===== src/rtl/mef_rega_zonas_pkg.sv =====
// Shared types for the multi-zone irrigation controller:
// FSM states, per-zone valve modes and the request/sensor decoder.
package mef_rega_pkg;

    typedef enum logic [1:0] {IDLE, RUN, DEAD} state_t;
    typedef enum logic [1:0] {NONE, ASP, GOT, CONF} mode_t;

    function automatic mode_t decode(
        input logic rega,
        input logic vs,
        input logic bs
    );
        mode_t m;
        if (!rega || (!vs && !bs))
            m = NONE;
        else if (vs && bs)
            m = CONF;
        else if (bs)
            m = ASP;
        else
            m = GOT;
        return m;
    endfunction

endpackage


===== src/rtl/mef_rega_zonas_if.sv =====
// Zone request/sensor inputs and valve/status outputs of the
// multi-zone irrigation controller.
interface mef_rega_zonas_if #(
    parameter int N_ZONES = 4
);
    localparam int ZW = $clog2(N_ZONES);

    logic               en;
    logic [N_ZONES-1:0] rega;
    logic [N_ZONES-1:0] vs;
    logic [N_ZONES-1:0] bs;
    logic [N_ZONES-1:0] asp;
    logic [N_ZONES-1:0] got;
    logic [N_ZONES-1:0] fault;
    logic               busy;
    logic [ZW-1:0]      zone_idx;

    modport master (
        output en, rega, vs, bs,
        input  asp, got, fault, busy, zone_idx
    );

    modport slave (
        input  en, rega, vs, bs,
        output asp, got, fault, busy, zone_idx
    );

endinterface


===== src/rtl/mef_rega_zonas_rr_arbiter.sv =====
// Round-robin zone picker: first eligible zone strictly after
// i_ptr, wrapping, so the last-served zone has lowest priority.
module rr_arbiter_zonas #(
    parameter int N_ZONES = 4
) (
    input  logic [N_ZONES-1:0]         i_elig,
    input  logic [$clog2(N_ZONES)-1:0] i_ptr,
    output logic [$clog2(N_ZONES)-1:0] o_grant,
    output logic                       o_valid
);
    localparam int ZW = $clog2(N_ZONES);

    logic [ZW-1:0] w_j;

    // Scan from farthest to nearest so the nearest hit is written last.
    always_comb begin
        o_grant = '0;
        o_valid = 1'b0;
        w_j     = '0;
        for (int k = N_ZONES; k >= 1; k--) begin
            w_j = ZW'((int'(i_ptr) + k) % N_ZONES);
            if (i_elig[w_j]) begin
                o_grant = w_j;
                o_valid = 1'b1;
            end
        end
    end

endmodule


===== src/rtl/mef_rega_zonas.sv =====
// Multi-zone irrigation controller: per-zone mode decode and a
// shared-pump FSM with round-robin, min-on, run-slot and dead time.
module mef_rega_zonas #(
    parameter int N_ZONES     = 4,
    parameter int CNT_W       = 16,
    parameter int RUN_CYCLES  = 1000,
    parameter int MIN_ON      = 16,
    parameter int DEAD_CYCLES = 4
) (
    input logic             clk,
    input logic             reset,
    mef_rega_zonas_if.slave bus
);
    import mef_rega_pkg::*;

    localparam int ZW = $clog2(N_ZONES);
    localparam logic [CNT_W-1:0] MIN_LIM  = CNT_W'(MIN_ON - 1);
    localparam logic [CNT_W-1:0] RUN_LIM  = CNT_W'(RUN_CYCLES - 1);
    localparam logic [CNT_W-1:0] DEAD_LIM = CNT_W'(DEAD_CYCLES - 1);

    if (N_ZONES < 2 || MIN_ON < 1 || DEAD_CYCLES < 1 ||
        RUN_CYCLES < MIN_ON ||
        longint'(RUN_CYCLES) > (longint'(1) << CNT_W) ||
        longint'(DEAD_CYCLES) > (longint'(1) << CNT_W)) begin : g_param_err
        $error("mef_rega_zonas: parameters out of range");
    end

    mode_t              w_mode [N_ZONES];
    logic [N_ZONES-1:0] w_elig;
    logic [N_ZONES-1:0] w_conf;
    logic [ZW-1:0]      w_grant;
    logic               w_valid;
    mode_t              w_cur_mode;
    mode_t              w_new_mode;
    logic [N_ZONES-1:0] w_cur_oh;
    logic [N_ZONES-1:0] w_go_oh;
    logic               w_stop;
    logic               w_go;

    state_t             r_state;
    logic [ZW-1:0]      r_cur;
    mode_t              r_mode_q;
    logic [ZW-1:0]      r_ptr;
    logic [CNT_W-1:0]   r_cnt;
    logic [N_ZONES-1:0] r_asp;
    logic [N_ZONES-1:0] r_got;
    logic [N_ZONES-1:0] r_fault;
    logic               r_busy;
    logic [ZW-1:0]      r_zone;

    always_comb begin
        for (int i = 0; i < N_ZONES; i++) begin
            w_mode[i] = decode(bus.rega[i], bus.vs[i], bus.bs[i]);
            w_elig[i] = (w_mode[i] == ASP) || (w_mode[i] == GOT);
            w_conf[i] = (w_mode[i] == CONF);
        end
    end

    rr_arbiter_zonas #(
        .N_ZONES (N_ZONES)
    ) u_arb (
        .i_elig  (w_elig),
        .i_ptr   (r_ptr),
        .o_grant (w_grant),
        .o_valid (w_valid)
    );

    assign w_cur_mode = w_mode[r_cur];
    assign w_new_mode = w_mode[w_grant];
    assign w_cur_oh   = N_ZONES'(1) << r_cur;
    assign w_go_oh    = N_ZONES'(1) << w_grant;

    // Exit priority: shutdown/conflict, then mode change, then pre-emption.
    assign w_stop = !bus.en || (w_cur_mode == CONF) ||
                    ((w_cur_mode != r_mode_q) && (r_cnt >= MIN_LIM)) ||
                    ((r_cnt >= RUN_LIM) && |(w_elig & ~w_cur_oh));

    assign w_go = bus.en && w_valid &&
                  ((r_state == IDLE) ||
                   ((r_state == DEAD) && (r_cnt >= DEAD_LIM)));

    always_ff @(posedge clk or negedge reset) begin
        if (!reset) begin
            r_state  <= IDLE;
            r_cur    <= '0;
            r_mode_q <= NONE;
            r_ptr    <= ZW'(N_ZONES - 1);
            r_cnt    <= '0;
            r_asp    <= '0;
            r_got    <= '0;
            r_fault  <= '0;
            r_busy   <= 1'b0;
            r_zone   <= '0;
        end else begin
            r_fault <= w_conf;
            if (w_go) begin
                r_state  <= RUN;
                r_cur    <= w_grant;
                r_ptr    <= w_grant;
                r_mode_q <= w_new_mode;
                r_cnt    <= '0;
                r_asp    <= (w_new_mode == ASP) ? w_go_oh : '0;
                r_got    <= (w_new_mode == GOT) ? w_go_oh : '0;
                r_busy   <= 1'b1;
                r_zone   <= w_grant;
            end else begin
                unique case (r_state)
                    RUN: begin
                        if (w_stop) begin
                            r_state <= DEAD;
                            r_cnt   <= '0;
                            r_asp   <= '0;
                            r_got   <= '0;
                            r_busy  <= 1'b0;
                        end else if (r_cnt != '1) begin
                            r_cnt <= r_cnt + CNT_W'(1);
                        end
                    end
                    DEAD: begin
                        if (r_cnt >= DEAD_LIM) begin
                            r_state <= IDLE;
                            r_cnt   <= '0;
                        end else begin
                            r_cnt <= r_cnt + CNT_W'(1);
                        end
                    end
                    default: begin
                    end
                endcase
            end
        end
    end

    assign bus.asp      = r_asp;
    assign bus.got      = r_got;
    assign bus.fault    = r_fault;
    assign bus.busy     = r_busy;
    assign bus.zone_idx = r_zone;

endmodule


===== src/flat_wrapper.sv =====
// flat-port wrapper written by rule: the top's interface ports become plain ports
module mef_rega_zonas_flat import mef_rega_pkg::*;
#(
    parameter int N_ZONES     = 4,
    parameter int CNT_W       = 16,
    parameter int RUN_CYCLES  = 1000,
    parameter int MIN_ON      = 16,
    parameter int DEAD_CYCLES = 4
)
  (clk, reset, bus_en, bus_rega, bus_vs, bus_bs, bus_asp, bus_got, bus_fault, bus_busy, bus_zone_idx);
  mef_rega_zonas_if #(.N_ZONES(N_ZONES)) bus_i ();
  input logic clk;
  input logic reset;
  input wire logic [$bits(bus_i.en)-1:0] bus_en;
  input wire logic [$bits(bus_i.rega)-1:0] bus_rega;
  input wire logic [$bits(bus_i.vs)-1:0] bus_vs;
  input wire logic [$bits(bus_i.bs)-1:0] bus_bs;
  output wire logic [$bits(bus_i.asp)-1:0] bus_asp;
  output wire logic [$bits(bus_i.got)-1:0] bus_got;
  output wire logic [$bits(bus_i.fault)-1:0] bus_fault;
  output wire logic [$bits(bus_i.busy)-1:0] bus_busy;
  output wire logic [$bits(bus_i.zone_idx)-1:0] bus_zone_idx;
  assign bus_i.en = bus_en;
  assign bus_i.rega = bus_rega;
  assign bus_i.vs = bus_vs;
  assign bus_i.bs = bus_bs;
  assign bus_asp = bus_i.asp;
  assign bus_got = bus_i.got;
  assign bus_fault = bus_i.fault;
  assign bus_busy = bus_i.busy;
  assign bus_zone_idx = bus_i.zone_idx;
  mef_rega_zonas #(.N_ZONES(N_ZONES), .CNT_W(CNT_W), .RUN_CYCLES(RUN_CYCLES), .MIN_ON(MIN_ON), .DEAD_CYCLES(DEAD_CYCLES)) u_core (.clk(clk), .reset(reset), .bus(bus_i));
endmodule

===== config.mk =====
export PLATFORM = sky130hd
export DESIGN_NAME = mef_rega_zonas_flat
export DESIGN_NICKNAME = d
export VERILOG_FILES = /design/src/rtl/mef_rega_zonas_pkg.sv /design/src/rtl/mef_rega_zonas_if.sv /design/src/rtl/mef_rega_zonas_rr_arbiter.sv /design/src/rtl/mef_rega_zonas.sv /design/src/flat_wrapper.sv
export SDC_FILE = /design/constraint.sdc
export NUM_CORES = 1
export LEC_CHECK = 0
export CAP_MARGIN = 40
export CELL_PAD_IN_SITES_DETAIL_PLACEMENT = 1
export CELL_PAD_IN_SITES_GLOBAL_PLACEMENT = 1
export CORE_MARGIN = 3
export CORE_UTILIZATION = 44
export CTS_CLUSTER_SIZE = 24
export DETAILED_ROUTE_END_ITERATION = 8
export GPL_TIMING_DRIVEN = 1
export HOLD_SLACK_MARGIN = 0.02
export PLACE_DENSITY = 0.92
export SLEW_MARGIN = 0
export SYNTH_ARGS = -nofsm -noshare
export SYNTH_HDL_FRONTEND = slang
export SYNTH_SLANG_ARGS = --single-unit

===== constraint.sdc =====
create_clock -name clk -period 3 [get_ports clk]
set_input_delay 0.9 -clock clk [delete_from_list [all_inputs] [get_ports clk]]
set_output_delay 0.9 -clock clk [all_outputs]
set_load 0.005 [all_outputs]

==> out/qor.yml <==
portBuffers: 29
die_w_um: 82.6
synth-simple-area-share_pct: 19.8
dr.pass1.iters: 5
drive_above_1_share_pct: 47.6
fin_crit_sh_pct: 107
overflow: 0
violations: "setup timing"
cts_sinks: 37
wl_per_cell_um: 34.4
yosysWarnings: 0
vias: 3167
pwr_density_cell_nw_per_um2: 944
finalNonFillerCells: 440
synth_edf_count: 0
cts-root-buf: "clkbuf_8"
leakage_nw: 1.88
antenna_cells: 0
muxShareOfSynthArea_pct: 4.61
final_cell_mix: "buf_4 (63), dfrtp_1 (35), nand2_1 (23)"
insertion_delay_ns: 0.31
setup_slack_ns: -0.214
max-vdd-ir-drop_mv: 0.736
drv_cap: 0
antenna_found_initial: 0
finClkSkew_ns: 0.0112
syn-num-nets: 293
route.detailed.drc: 0
cts_tree: "yes"
synthXorXnorAreaFrac_pct: 0.679
pin_count: 30
totalWireLength_um: 15100
die_y_um: 82.6
dpl.hpwl_um: 6510
cts_buffers: 5
rsz0062_at_grt: "yes"
htreeDepth: 2
ys_async_sr_fraction_pct: 100
crit_path_end_kind: "flop"
critPathKind: "in2reg"
fin_nets: 394
slew_viol_final: 0
final_util_pct: 71.7
syn-instance-count: 266
clockBufferDepth: 2
cts_hold_buf: 0
synth-seq-cells: 37
finalSetupTns_ns: -3.19
first_global_vias: 3223
syn_to_final_growth_pct: 54.8
synthAdderAreaFrac_pct: 5.82
worst_setup_path_start_kind: "primary input"
ys_seq_area_share_pct: 36.0
synth_area_um2: 2580
crit_required_ns: 3.21
dp.cells: 398
hp-class: "reg2reg"
relSlewSlack_pct: 40.9
core.rowCount: 27
postRouteAntennaNets: 0
gp_congestion: 0.869
synth_top_family_by_area: "compound AO/OA/AOI/OAI gates"
tightest_slew_ns: 0.887
drt_iter0_drc: 420
fp.coreArea_um2: 5570
syn_avg_cell_area_um2: 9.70
final_common_cell: "buf_4"
synth_flop_cell: "dfrtp_1"
final.min_clock_period_ns: 3.21
grt_start_max_net_pins: 38
synth-compound-area-share_pct: 26.6
vias_per_cell: 7.20
grt_pass1_wl_um: 19600
finalHoldViolations: 0
status: "complete, but fails checks"
track_usage_pct: 40.0
ys_types: 61
fmax_mhz: 311
worstPathArrival_ns: 3.42
start_util_pct: 46.3
path_clk_slew_ns: 0.09
finalSetupViolCount: 26
die_area_um2: 6820
crit_fanout: 5
==> routing by layer <==
metal	routed length, um	track usage (%)	part of all wire (%)
met5	0	0	0
met4	1280	24.0	8.4
met3	1530	9.76	10
met2	6810	65.1	45
met1	5520	47.4	36
==> worst max-delay path: stages <==
cell and delay (ns):
clkbuf_2 0.12, nand2_4 0.10, inv_4 0.06, ha_4 0.33, buf_4 0.13, buf_4 0.12
nor2_1 0.05, a221oi_1 0.51, a221oi_4 0.11, buf_4 0.18, buf_4 0.14, o21ai_0 0.27
a21oi_1 0.14, o21ai_0 0.24
==> flip-flops by register name, summed over array words and instances (netlist names) <==
name / flops
u_core.r_cnt: 16
u_core.bus.busy: 1
u_core.r_state: 2
u_core.r_mode_q: 2
u_core.r_cur: 2
u_core.bus.got: 4
u_core.bus.fault: 4
u_core.bus.asp: 4
u_core.r_ptr: 2
==> synthesized netlist by cell type (all sizes together), types with 3 or more instances <==
master,count,area share (%)
o22ai,15,5.1
nand3,7,1.4
nor3,8,1.6
ha,12,5.8
inv,22,3.2
a32o,8,3.1
nand2,31,4.5
a22o,10,3.4
nor2b,3,0.73
a21oi,8,1.8
dfrtp,35,34
nand4,3,0.97
a21o,8,2.4
mux4,3,2.6
buf,8,2.7
and2,4,1.1
nor4,5,1.5
nor2,25,4.0
nand2b,3,0.73
a311oi,3,1.3
mux2i,4,1.6
o21ai,6,1.2
and3,4,0.97
==> stage by stage <==
step | setup slack (ns) | instance area, um2 | total power, W | hold WS [ns]
5_1_grt | -0.263 | 4000 | 0.00383 | 0.535
6_report | -0.214 | 4000 | 0.00377 | 0.513
2_1_floorplan | 0.00765 | 2610 | 0.00180 | 0.469
3_5_place_dp | -0.858 | 3230 | 0.00244 | 0.468
4_1_cts | 0.00107 | 3740 | 0.00317 | 0.486
3_3_place_gp | -0.512 | 3230 | 0.00230 | 0.464
==> where the power goes <==
| part | total [W] | internal (W) | switching (W) |
|---|---|---|---|
| combinational | 0.00244 | 0.00109 | 0.00136 |
| sequential | 0.000848 | 0.000619 | 0.000229 |
| clock | 0.000477 | 0.000272 | 0.000206 |
| total | 0.00377 | 0.00198 | 0.00179 |
==> path summary, 6_finish.rpt <==
kind	from	to	slack, ns	cells after the start
hold / removal	u_core.bus.got[0]	u_core.bus.got[0]	0.51	1
setup reg to reg	u_core.r_cnt[1]	u_core.r_cnt[0]	-0.13	9
max in group asynchronous	reset	u_core.bus.fault[1]	1.73	1
min in group asynchronous	reset	u_core.r_cnt[5]	0.70	1
setup / recovery	bus_vs[3]	u_core.r_mode_q[0]	-0.21	14
hold reg to reg	u_core.bus.got[0]	u_core.bus.got[0]	0.51	1
==> cell families (layout without fill, tap and decap cells) <==
group	after synthesis	in the layout
compound gates	75	75
xor+xnor	2	2
fa+ha+maj	12	12
buf+inv	31	133
flops	37	37
mux	8	8
simple gates	101	101
==> area by class of cell <==
type	count	area (um2)
clock buffers	7	86.3
clock inverters	1	30.0
fillers	565	1580
inverters	22	108
multi-input cells	198	1860
flip-flops and latches	37	928
well taps	72	90.1
repair buffers	103	888
==> what timing repair did <==
item,in CTS,in global routing
resized for setup,86,55
pin swaps,32,30
setup buffers,26,14
endpoints found under the setup margin,33,28
Note: power is estimated with default switching activity, not from simulation.
